## src/rtl/saes_pkg.sv

```systemverilog
// rtl/saes_pkg.sv - shared S-AES state codes, S-box table, round constants and nibble helpers
package saes_pkg;

  typedef logic [2:0] state_t;

  localparam state_t ST_IDLE = 3'd0;
  localparam state_t ST_KEY1 = 3'd1;
  localparam state_t ST_RND1 = 3'd2;
  localparam state_t ST_KEY2 = 3'd3;
  localparam state_t ST_RND2 = 3'd4;
  localparam state_t ST_DONE = 3'd5;

  // entry for nibble 0 sits in the top four bits
  localparam logic [63:0] SBOX_TABLE = 64'h94AB_D185_6203_CEF7;

  localparam logic [7:0] RCON1 = 8'h80;
  localparam logic [7:0] RCON2 = 8'h30;

  function automatic logic [3:0] sbox(input logic [3:0] n);
    logic [5:0] idx;
    idx = {~n, 2'b00};
    return SBOX_TABLE[idx +: 4];
  endfunction

  // x^2 * a in GF(2^4) modulo x^4 + x + 1
  function automatic logic [3:0] gf_mul4(input logic [3:0] a);
    logic [3:0] x2;
    x2 = {a[2:0], 1'b0} ^ (a[3] ? 4'h3 : 4'h0);
    return {x2[2:0], 1'b0} ^ (x2[3] ? 4'h3 : 4'h0);
  endfunction

  function automatic logic [7:0] rot_nib(input logic [7:0] w);
    return {w[3:0], w[7:4]};
  endfunction

  function automatic logic [15:0] shift_row(input logic [15:0] s);
    return {s[15:12], s[3:0], s[7:4], s[11:8]};
  endfunction

  function automatic logic [15:0] mix_col(input logic [15:0] s);
    return {s[15:12] ^ gf_mul4(s[11:8]), gf_mul4(s[15:12]) ^ s[11:8],
            s[7:4] ^ gf_mul4(s[3:0]),    gf_mul4(s[7:4]) ^ s[3:0]};
  endfunction

endpackage

```

## src/rtl/saes_enc_ctrl_if.sv

```systemverilog
// rtl/saes_enc_ctrl_if.sv - request/response handshake bundle of the S-AES encryption controller
interface saes_enc_ctrl_if;

  logic        in_valid;
  logic        in_ready;
  logic [15:0] in_key;
  logic [15:0] in_pt;
  logic        out_valid;
  logic        out_ready;
  logic [15:0] out_ct;
  logic        busy;

  modport slave (
    input  in_valid, in_key, in_pt, out_ready,
    output in_ready, out_valid, out_ct, busy
  );

  modport master (
    output in_valid, in_key, in_pt, out_ready,
    input  in_ready, out_valid, out_ct, busy
  );

endinterface

```

## src/rtl/saes_subnib4.sv

```systemverilog
// rtl/saes_subnib4.sv - four parallel S-AES S-box lookups on a 16-bit word
module saes_subnib4
  import saes_pkg::*;
(
  input  logic [15:0] in_data,
  output logic [15:0] out_data
);

  for (genvar i = 0; i < 4; i++) begin : g_nib
    assign out_data[4*i +: 4] = sbox(in_data[4*i +: 4]);
  end

endmodule

```

## src/rtl/saes_enc_ctrl.sv

```systemverilog
// rtl/saes_enc_ctrl.sv - sequential S-AES encryptor, one block in flight, shared S-box layer
// Build option SAES_KEY_CACHE_EN: reuse the last expanded schedule when the key repeats.
module saes_enc_ctrl
  import saes_pkg::*;
(
  input  logic           clk,
  input  logic           rst_n,
  saes_enc_ctrl_if.slave bus
);

  state_t      state_q, state_d;
  logic [15:0] data_q, data_d;
  logic [15:0] w01_q, w01_d;
  logic [15:0] k1_q, k1_d;
  logic [15:0] k2_q, k2_d;
  logic        rdy_en_q, rdy_en_d;
  logic        in_ready, hs;
  logic [15:0] sb_in, sb_out;
  logic [7:0]  key_sub, w2, w4;
`ifdef SAES_KEY_CACHE_EN
  logic [15:0] cache_key_q, cache_key_d;
  logic [15:0] cache_k1_q, cache_k1_d;
  logic [15:0] cache_k2_q, cache_k2_d;
  logic        cache_vld_q, cache_vld_d;
  logic        skip_q, skip_d;
  logic        cache_hit;
`endif

  // in_ready stays low until the first edge after reset release
  assign rdy_en_d      = 1'b1;
  assign in_ready      = rdy_en_q & (state_q == ST_IDLE);
  assign hs            = bus.in_valid & in_ready;
  assign bus.in_ready  = in_ready;
  assign bus.out_valid = (state_q == ST_DONE);
  assign bus.out_ct    = (state_q == ST_DONE) ? data_q : 16'h0000;
  assign bus.busy      = (state_q != ST_IDLE);

  // key states need only two S-box nibbles; they ride in the upper byte of the layer
  always_comb begin
    sb_in = data_q;
    if (state_q == ST_KEY1) begin
      sb_in = {rot_nib(w01_q[7:0]), 8'h00};
    end else if (state_q == ST_KEY2) begin
      sb_in = {rot_nib(k1_q[7:0]), 8'h00};
    end
  end

  saes_subnib4 u_subnib (
    .in_data  (sb_in),
    .out_data (sb_out)
  );

  assign key_sub = sb_out[15:8];
  assign w2      = w01_q[15:8] ^ RCON1 ^ key_sub;
  assign w4      = k1_q[15:8] ^ RCON2 ^ key_sub;

`ifdef SAES_KEY_CACHE_EN
  assign cache_hit = cache_vld_q & (bus.in_key == cache_key_q);
`endif

  always_comb begin
    state_d = state_q;
    data_d  = data_q;
    w01_d   = w01_q;
    k1_d    = k1_q;
    k2_d    = k2_q;
`ifdef SAES_KEY_CACHE_EN
    cache_key_d = cache_key_q;
    cache_k1_d  = cache_k1_q;
    cache_k2_d  = cache_k2_q;
    cache_vld_d = cache_vld_q;
    skip_d      = skip_q;
`endif
    case (state_q)
      ST_IDLE: begin
        if (hs) begin
          data_d  = bus.in_pt ^ bus.in_key;
          w01_d   = bus.in_key;
          state_d = ST_KEY1;
`ifdef SAES_KEY_CACHE_EN
          skip_d = cache_hit;
          if (cache_hit) begin
            k1_d    = cache_k1_q;
            k2_d    = cache_k2_q;
            state_d = ST_RND1;
          end
`endif
        end
      end
      ST_KEY1: begin
        k1_d    = {w2, w2 ^ w01_q[7:0]};
        state_d = ST_RND1;
      end
      ST_RND1: begin
        data_d  = mix_col(shift_row(sb_out)) ^ k1_q;
        state_d = ST_KEY2;
`ifdef SAES_KEY_CACHE_EN
        if (skip_q) state_d = ST_RND2;
`endif
      end
      ST_KEY2: begin
        k2_d    = {w4, w4 ^ k1_q[7:0]};
        state_d = ST_RND2;
`ifdef SAES_KEY_CACHE_EN
        cache_key_d = w01_q;
        cache_k1_d  = k1_q;
        cache_k2_d  = {w4, w4 ^ k1_q[7:0]};
        cache_vld_d = 1'b1;
`endif
      end
      ST_RND2: begin
        data_d  = shift_row(sb_out) ^ k2_q;
        state_d = ST_DONE;
      end
      ST_DONE: begin
        if (bus.out_ready) state_d = ST_IDLE;
      end
      default: state_d = ST_IDLE;
    endcase
  end

  always_ff @(posedge clk or negedge rst_n) begin
    if (!rst_n) begin
      state_q  <= ST_IDLE;
      data_q   <= 16'h0000;
      w01_q    <= 16'h0000;
      k1_q     <= 16'h0000;
      k2_q     <= 16'h0000;
      rdy_en_q <= 1'b0;
    end else begin
      state_q  <= state_d;
      data_q   <= data_d;
      w01_q    <= w01_d;
      k1_q     <= k1_d;
      k2_q     <= k2_d;
      rdy_en_q <= rdy_en_d;
    end
  end

`ifdef SAES_KEY_CACHE_EN
  always_ff @(posedge clk or negedge rst_n) begin
    if (!rst_n) begin
      cache_key_q <= 16'h0000;
      cache_k1_q  <= 16'h0000;
      cache_k2_q  <= 16'h0000;
      cache_vld_q <= 1'b0;
      skip_q      <= 1'b0;
    end else begin
      cache_key_q <= cache_key_d;
      cache_k1_q  <= cache_k1_d;
      cache_k2_q  <= cache_k2_d;
      cache_vld_q <= cache_vld_d;
      skip_q      <= skip_d;
    end
  end
`endif

endmodule

```

## src/flat_wrapper.sv

```systemverilog
// flat-port wrapper written by rule: the top's interface ports become plain ports
module saes_enc_ctrl_flat import saes_pkg::*;
  (clk, rst_n, bus_in_valid, bus_in_key, bus_in_pt, bus_out_ready, bus_in_ready, bus_out_valid, bus_out_ct, bus_busy);
  saes_enc_ctrl_if bus_i ();
  input  logic clk;
  input  logic rst_n;
  input wire logic [$bits(bus_i.in_valid)-1:0] bus_in_valid;
  input wire logic [$bits(bus_i.in_key)-1:0] bus_in_key;
  input wire logic [$bits(bus_i.in_pt)-1:0] bus_in_pt;
  input wire logic [$bits(bus_i.out_ready)-1:0] bus_out_ready;
  output wire logic [$bits(bus_i.in_ready)-1:0] bus_in_ready;
  output wire logic [$bits(bus_i.out_valid)-1:0] bus_out_valid;
  output wire logic [$bits(bus_i.out_ct)-1:0] bus_out_ct;
  output wire logic [$bits(bus_i.busy)-1:0] bus_busy;
  assign bus_i.in_valid = bus_in_valid;
  assign bus_i.in_key = bus_in_key;
  assign bus_i.in_pt = bus_in_pt;
  assign bus_i.out_ready = bus_out_ready;
  assign bus_in_ready = bus_i.in_ready;
  assign bus_out_valid = bus_i.out_valid;
  assign bus_out_ct = bus_i.out_ct;
  assign bus_busy = bus_i.busy;
  saes_enc_ctrl u_core (.clk(clk), .rst_n(rst_n), .bus(bus_i));
endmodule
```

## config.mk

```make
export PLATFORM = sky130hd
export DESIGN_NAME = saes_enc_ctrl_flat
export DESIGN_NICKNAME = d
export VERILOG_FILES = /design/src/rtl/saes_pkg.sv /design/src/rtl/saes_enc_ctrl_if.sv /design/src/rtl/saes_subnib4.sv /design/src/rtl/saes_enc_ctrl.sv /design/src/flat_wrapper.sv
export SDC_FILE = /design/constraint.sdc
export NUM_CORES = 1
export LEC_CHECK = 0
export BUFFER_PORTS_ARGS = -buffer_cell sky130_fd_sc_hd__buf_2
export CAP_MARGIN = 20
export CORE_ASPECT_RATIO = 1.4
export CORE_UTILIZATION = 45
export CTS_CLUSTER_SIZE = 40
export DETAILED_ROUTE_END_ITERATION = 16
export SLEW_MARGIN = 25
export SYNTH_ARGS = -nofsm -noshare
export SYNTH_HDL_FRONTEND = slang
export SYNTH_SLANG_ARGS = --single-unit
```

## constraint.sdc

```tcl
create_clock -name clk -period 3.09 [get_ports clk]
set_input_delay 0.618 -clock clk [delete_from_list [all_inputs] [get_ports clk]]
set_output_delay 0.618 -clock clk [all_outputs]
set_load 0.02 [all_outputs]
```

# Yosys cells after proc, flatten, opt, wreduce, memory -nomap -nowiden
# Cells that the tools add are included.
# totals
out_inout_bits	19
in_bits	36
reg_bits	68
wordCells	66
latchBits	0
ram_bits	0
n_memories	0
mem_bits_ro	0
# op_classes
n_shift	4
reduce_logical	6
bitwise	27
order_cmp	0
n_mul	0
eq_ne	7
n_addsub	0
div_mod_pow	0
mux	16
# ops
cell	n
$shiftx A64 B7 Y4 const A	4
$mux W16	4
$pmux W16 S3	1
$xor A16 B16 Y16	3
$xor A4 B4 Y4	12
$xor A8 B8 Y8	4
$pmux W3 S6	1
$mux W2	8
$not A4 Y4	4
$eq A3 B2 Y1 const B	2
$eq A3 B3 Y1 const B	2
$mux W3	2
$reduce_and A2 Y1	3
$reduce_bool A3 Y1	2
$eq A3 B1 Y1 const B	1
$logic_not A3 Y1	1
$and A1 B1 Y1	2
$ne A2 B1 Y1 const B	1
$ne A2 B2 Y1 const B	1
$not A2 Y2	1
$not A1 Y1	1

# Longest topological paths before layout
# depth
depth_word	12
ltp_mapped	14

# By module
# Synthesis repeated with hierarchy kept, for this count alone.
# unflattened
hier_cells	503
area_unflattened_um2	4813.4
# by_module_without_submodules
mod	instances	cells_each	area_each_um2
saes_enc_ctrl	1	407	4010.1
saes_subnib4	1	96	803.3

# Least setup slack after synthesis
# Ideal clock, no wire load.
# synth_path
kind	register to register
startpoint	register u_core.state_q[2]
endpoint	register u_core.data_q[5]
period_less_slack_ns	2.775
stages_incl_launch_ff	14
t_required_ns	3.025
setup_ns	0.065
arrival_time_ns	2.710
setup_slack_ns	0.315
cell_sequence	dfrtp_1 -> buf_4 -> nand2b_1 -> buf_2 -> clkbuf_1 -> o21ai_0 -> inv_1 -> ha_1 -> nor2_1 -> mux2i_1 -> o21ai_2 -> xnor3_1 -> o21ai_0 -> o21a_1
# synth_via
elab_chain_cells	11
elab_cells_between_ends	24
classes_between	5 x eq/ne; 2 x shift; 5 x mux; 9 x bitwise; 3 x reduce/logical
# synth_rtl
item	line_no	rtl
start: declaration	saes_enc_ctrl.sv:11	state_t state_q, state_d;
start signal: assignment	saes_enc_ctrl.sv:131	state_q <= state_d;
$eq A3 B2 Y1	saes_enc_ctrl.sv:43	end else if (state_q == ST_KEY2) begin
$mux W16	saes_enc_ctrl.sv:43	
$mux W16	saes_enc_ctrl.sv:41	if (state_q == ST_KEY1) begin
$not A4 Y4	saes_pkg.sv:21	idx = {~n, 2'b00};
$shiftx A64 B7 Y4	saes_pkg.sv:22	return SBOX_TABLE[idx +: 4];
$mux W2 / $xor A4 B4 Y4 (equally long branches)	saes_pkg.sv:28	x2 = {a[2:0], 1'b0} ^ (a[3] ? 4'h3 : 4'h0);
$xor A4 B4 Y4 / $mux W2 (equally long branches)	saes_pkg.sv:28, saes_pkg.sv:29	
$xor A4 B4 Y4	saes_pkg.sv:29	return {x2[2:0], 1'b0} ^ (x2[3] ? 4'h3 : 4'h0);
$xor A4 B4 Y4	saes_pkg.sv:42	s[7:4] ^ gf_mul4(s[3:0]), gf_mul4(s[7:4]) ^ s[3:0]};
$xor A16 B16 Y16	saes_enc_ctrl.sv:95	data_d = mix_col(shift_row(sb_out)) ^ k1_q;
$pmux W16 S3	saes_enc_ctrl.sv:74	case (state_q)
end signal: assignment	saes_enc_ctrl.sv:132	data_q <= data_d;
end: declaration	saes_enc_ctrl.sv:12	logic [15:0] data_q, data_d;
# Several ways; a longest one is shown, not always the timed one.
# A chain may end at the register's enable or synchronous reset.

# Worst setup path in the final report
# layout_path
startpoint	register u_core.state_q[1]
endpoint	register u_core.data_q[0]
# layout_via
elab_chain_cells	11
elab_cells_between_ends	23
classes_between	5 x eq/ne; 2 x shift; 4 x mux; 9 x bitwise; 3 x reduce/logical
# layout_rtl
item	line_no
$eq A3 B2 Y1	saes_enc_ctrl.sv:43
$mux W16	saes_enc_ctrl.sv:43
$mux W16	saes_enc_ctrl.sv:41
$not A4 Y4	saes_pkg.sv:21
$shiftx A64 B7 Y4	saes_pkg.sv:22
$xor A4 B4 Y4	saes_pkg.sv:28
$mux W2	saes_pkg.sv:29
$xor A4 B4 Y4	saes_pkg.sv:29
$xor A4 B4 Y4	saes_pkg.sv:42
$xor A16 B16 Y16	saes_enc_ctrl.sv:95
$pmux W16 S3	saes_enc_ctrl.sv:74
# Several ways; a longest one is shown, not always the timed one.

==> impl_metrics.ini <==
[yosys]
syn_inst = 495
synth_edf_count = 0
syn_area_um2 = 4900
synthDistinctLibCells = 64
yosysWarnings = 0
seq_area_frac_synth = 0.347
synth_ff_type = dfrtp_1
synthArstFlopShare = 1.00
synth-seq-cells = 68
synth_nets = 554
synth_area_per_cell_um2 = 9.90

[timing]
setup_viol = 0
drv_slew = 0
hold_viol_final = 0
slew_headroom = 0.403
max_freq_mhz = 343
fin_setup_tns_ns = 0
period_minus_slack_ns = 2.92
holdWs_ns = 0.283
tightest_slew_ns = 0.889
finalClockSkew_ns = 0.00387
finalCritPeriodShare = 0.944
rsz0062_at_grt = no

[run]
maxCapViolCount = 0

[detailed_routing]
dr.pass1.iters = 4
drc = 0
viasPerCell = 5.48
final_antenna_net_count = 0
wire_per_inst_um = 19.3
vias = 3802
wl_um = 13400
first_iter_violations = 193

[floorplanning]
start_util = 0.469
num_rows = 44
dieArea_um2 = 11300
io_pins = 55
dieWidth_um = 90.2
coreArea_um2 = 10500
fp.dieH_um = 125

[global_routing]
grt_pass1_vias = 4009
globalRouteOverflowTotal = 0
grt_pass1_wl_um = 21800
antenna_found_initial = 0
grt_max_degree = 69
grt_util_all_layers = 0.255

[final_layout]
final_nets = 610
area_growth_pct = 16.3
drive_above_1_share = 0.259
final.fill_count = 957
finalNonFillerCells = 694
antennaDiodeCount = 0

[placement]
dp.cells = 678
gp_congestion = 0.886
dp_hpwl_um = 10000
place.port_buffers = 54

[critical_path]
reg2reg_from = u_core.state_q[1]$_DFFE_PN0P_
cp.required_ns = 3.31
critPathMaxFanout = 8
critPathLaunch = u_core.state_q[1]$_DFFE_PN0P_
worstSetupStartpointType = flop
arrival_ns = 3.14
path_class = reg -> reg
end_kind = flop

[clock_tree]
h-tree-depth = 3
clock_sinks = 68
cts_root_buf = clkbuf_16
clk_latency_ns = 0.34
clockBufferDepth = 2
cts_buffers = 9
clkSlewWorstSetupHoldPaths_ns = 0.05
tritoncts = yes

[worst_hold_path]
hp-class = in -> async

[run_status]
status = finished clean
cell type report:
type / count / area, um^2 / area share
multi-input combinational: 384 / 3040 / 0.533
sequential: 68 / 1700 / 0.298
timing repair buffer: 73 / 425 / 0.0746
clock buffer: 12 / 256 / 0.0450
tap: 138 / 173 / 0.0303
inverter: 15 / 56.3 / 0.00987
clock inverter: 4 / 47.5 / 0.00834
critical path, cell delays in order, from the launching register on:
cell and delay, ns:
dfrtp_1 0.51, mux2_2 0.39, mux2i_1 0.37, inv_1 0.18
ha_1 0.24, o2111ai_1 0.31, o31ai_4 0.20, xnor2_1 0.31
mux2i_1 0.22, o21ai_0 0.09
repair_timing:
item                       in CTS  in global routing
resized for setup               0                  3
setup endpoints to repair       0                  4
hold buffers                    0                  0
setup buffers                   0                  0
hold endpoints to repair        0                  0
logic make-up after synthesis:
kind of cell               share of synthesized area
xor gates and xnor gates                       0.172
other                                       0.000765
and+or+nand+nor                                0.127
adders and majority gates                     0.0587
buffers and inverters                         0.0380
AOI/OAI and AO/OA                              0.141
DFF                                            0.347
muxes                                          0.115
through the flow:
stage                      util  setup WS [ns]  cell area, um^2
after floorplan               -          0.315             4900
after CTS                 0.544          0.136             5690
after global routing      0.545         0.0125             5700
after detailed placement  0.515          0.182             5380
after global placement    0.515          0.266             5380
final                     0.545          0.172             5700
worst paths after layout:
kind                                                 end  cells after the start  slack (ns)
max in group asynchronous    u_core.w01_q[0]$_DFFE_PN0P_                      2        2.47
min reg2reg                  u_core.k1_q[12]$_DFFE_PN0P_                      2        0.50
max                         u_core.data_q[0]$_DFFE_PN0P_                      9        0.17
max reg2reg                 u_core.data_q[0]$_DFFE_PN0P_                      9        0.17
min in group clk           u_core.state_q[0]$_DFFE_PN0P_                      2        0.50
min                          u_core.k1_q[11]$_DFFE_PN0P_                      2        0.28
placed cells by master (no fill, tap or decap), drive strengths merged, types with 8 or more instances in the layout:
cell     n
nand2   47
o22ai    9
nor2    33
and3    15
xor2    48
a21oi    8
clkbuf  12
ha      23
dfrtp   68
mux2    33
inv     15
buf     73
o21ai   38
mux2i   14
xnor2   37
a221oi  14
metal layers:
metal | track usage | part of all wire
met2 | 0.445 | 0.52
met5 | 0 | 0
met1 | 0.303 | 0.40
met3 | 0.0487 | 0.047
met4 | 0.110 | 0.026
synth_stat cells, drive strengths merged (2+ instances only):
master	n	share of area
xnor3	3	0.014
o21ai	38	0.042
o22ai	9	0.011
ha	23	0.059
nand2	47	0.036
and2	5	0.0069
xor2	48	0.092
a211oi	3	0.0046
a21oi	8	0.0089
dfrtp	68	0.35
a31oi	2	0.0056
nand3	5	0.0051
nand3b	3	0.0046
nor2b	4	0.0066
nand2b	6	0.0077
o211ai	2	0.0031
or3	3	0.0038
inv	15	0.011
xnor2	37	0.066
mux2	33	0.077
nor3	5	0.0061
o31ai	3	0.0074
o21a	3	0.0061
a221oi	14	0.025
nor2	33	0.025
clkbuf	22	0.017
buf	6	0.0097
and3	15	0.019
mux2i	14	0.039
registers in the layout, indices dropped and copies added, names as in the netlist:
name / count
u_core.data_q: 16
u_core.k1_q: 16
u_core.k2_q: 16
u_core.w01_q: 16
u_core.rdy_en_q: 1
u_core.state_q: 3
Power is left out: the tool's default activity adds up to more than one toggle a clock period on the data nets, which glitch-free logic cannot reach.
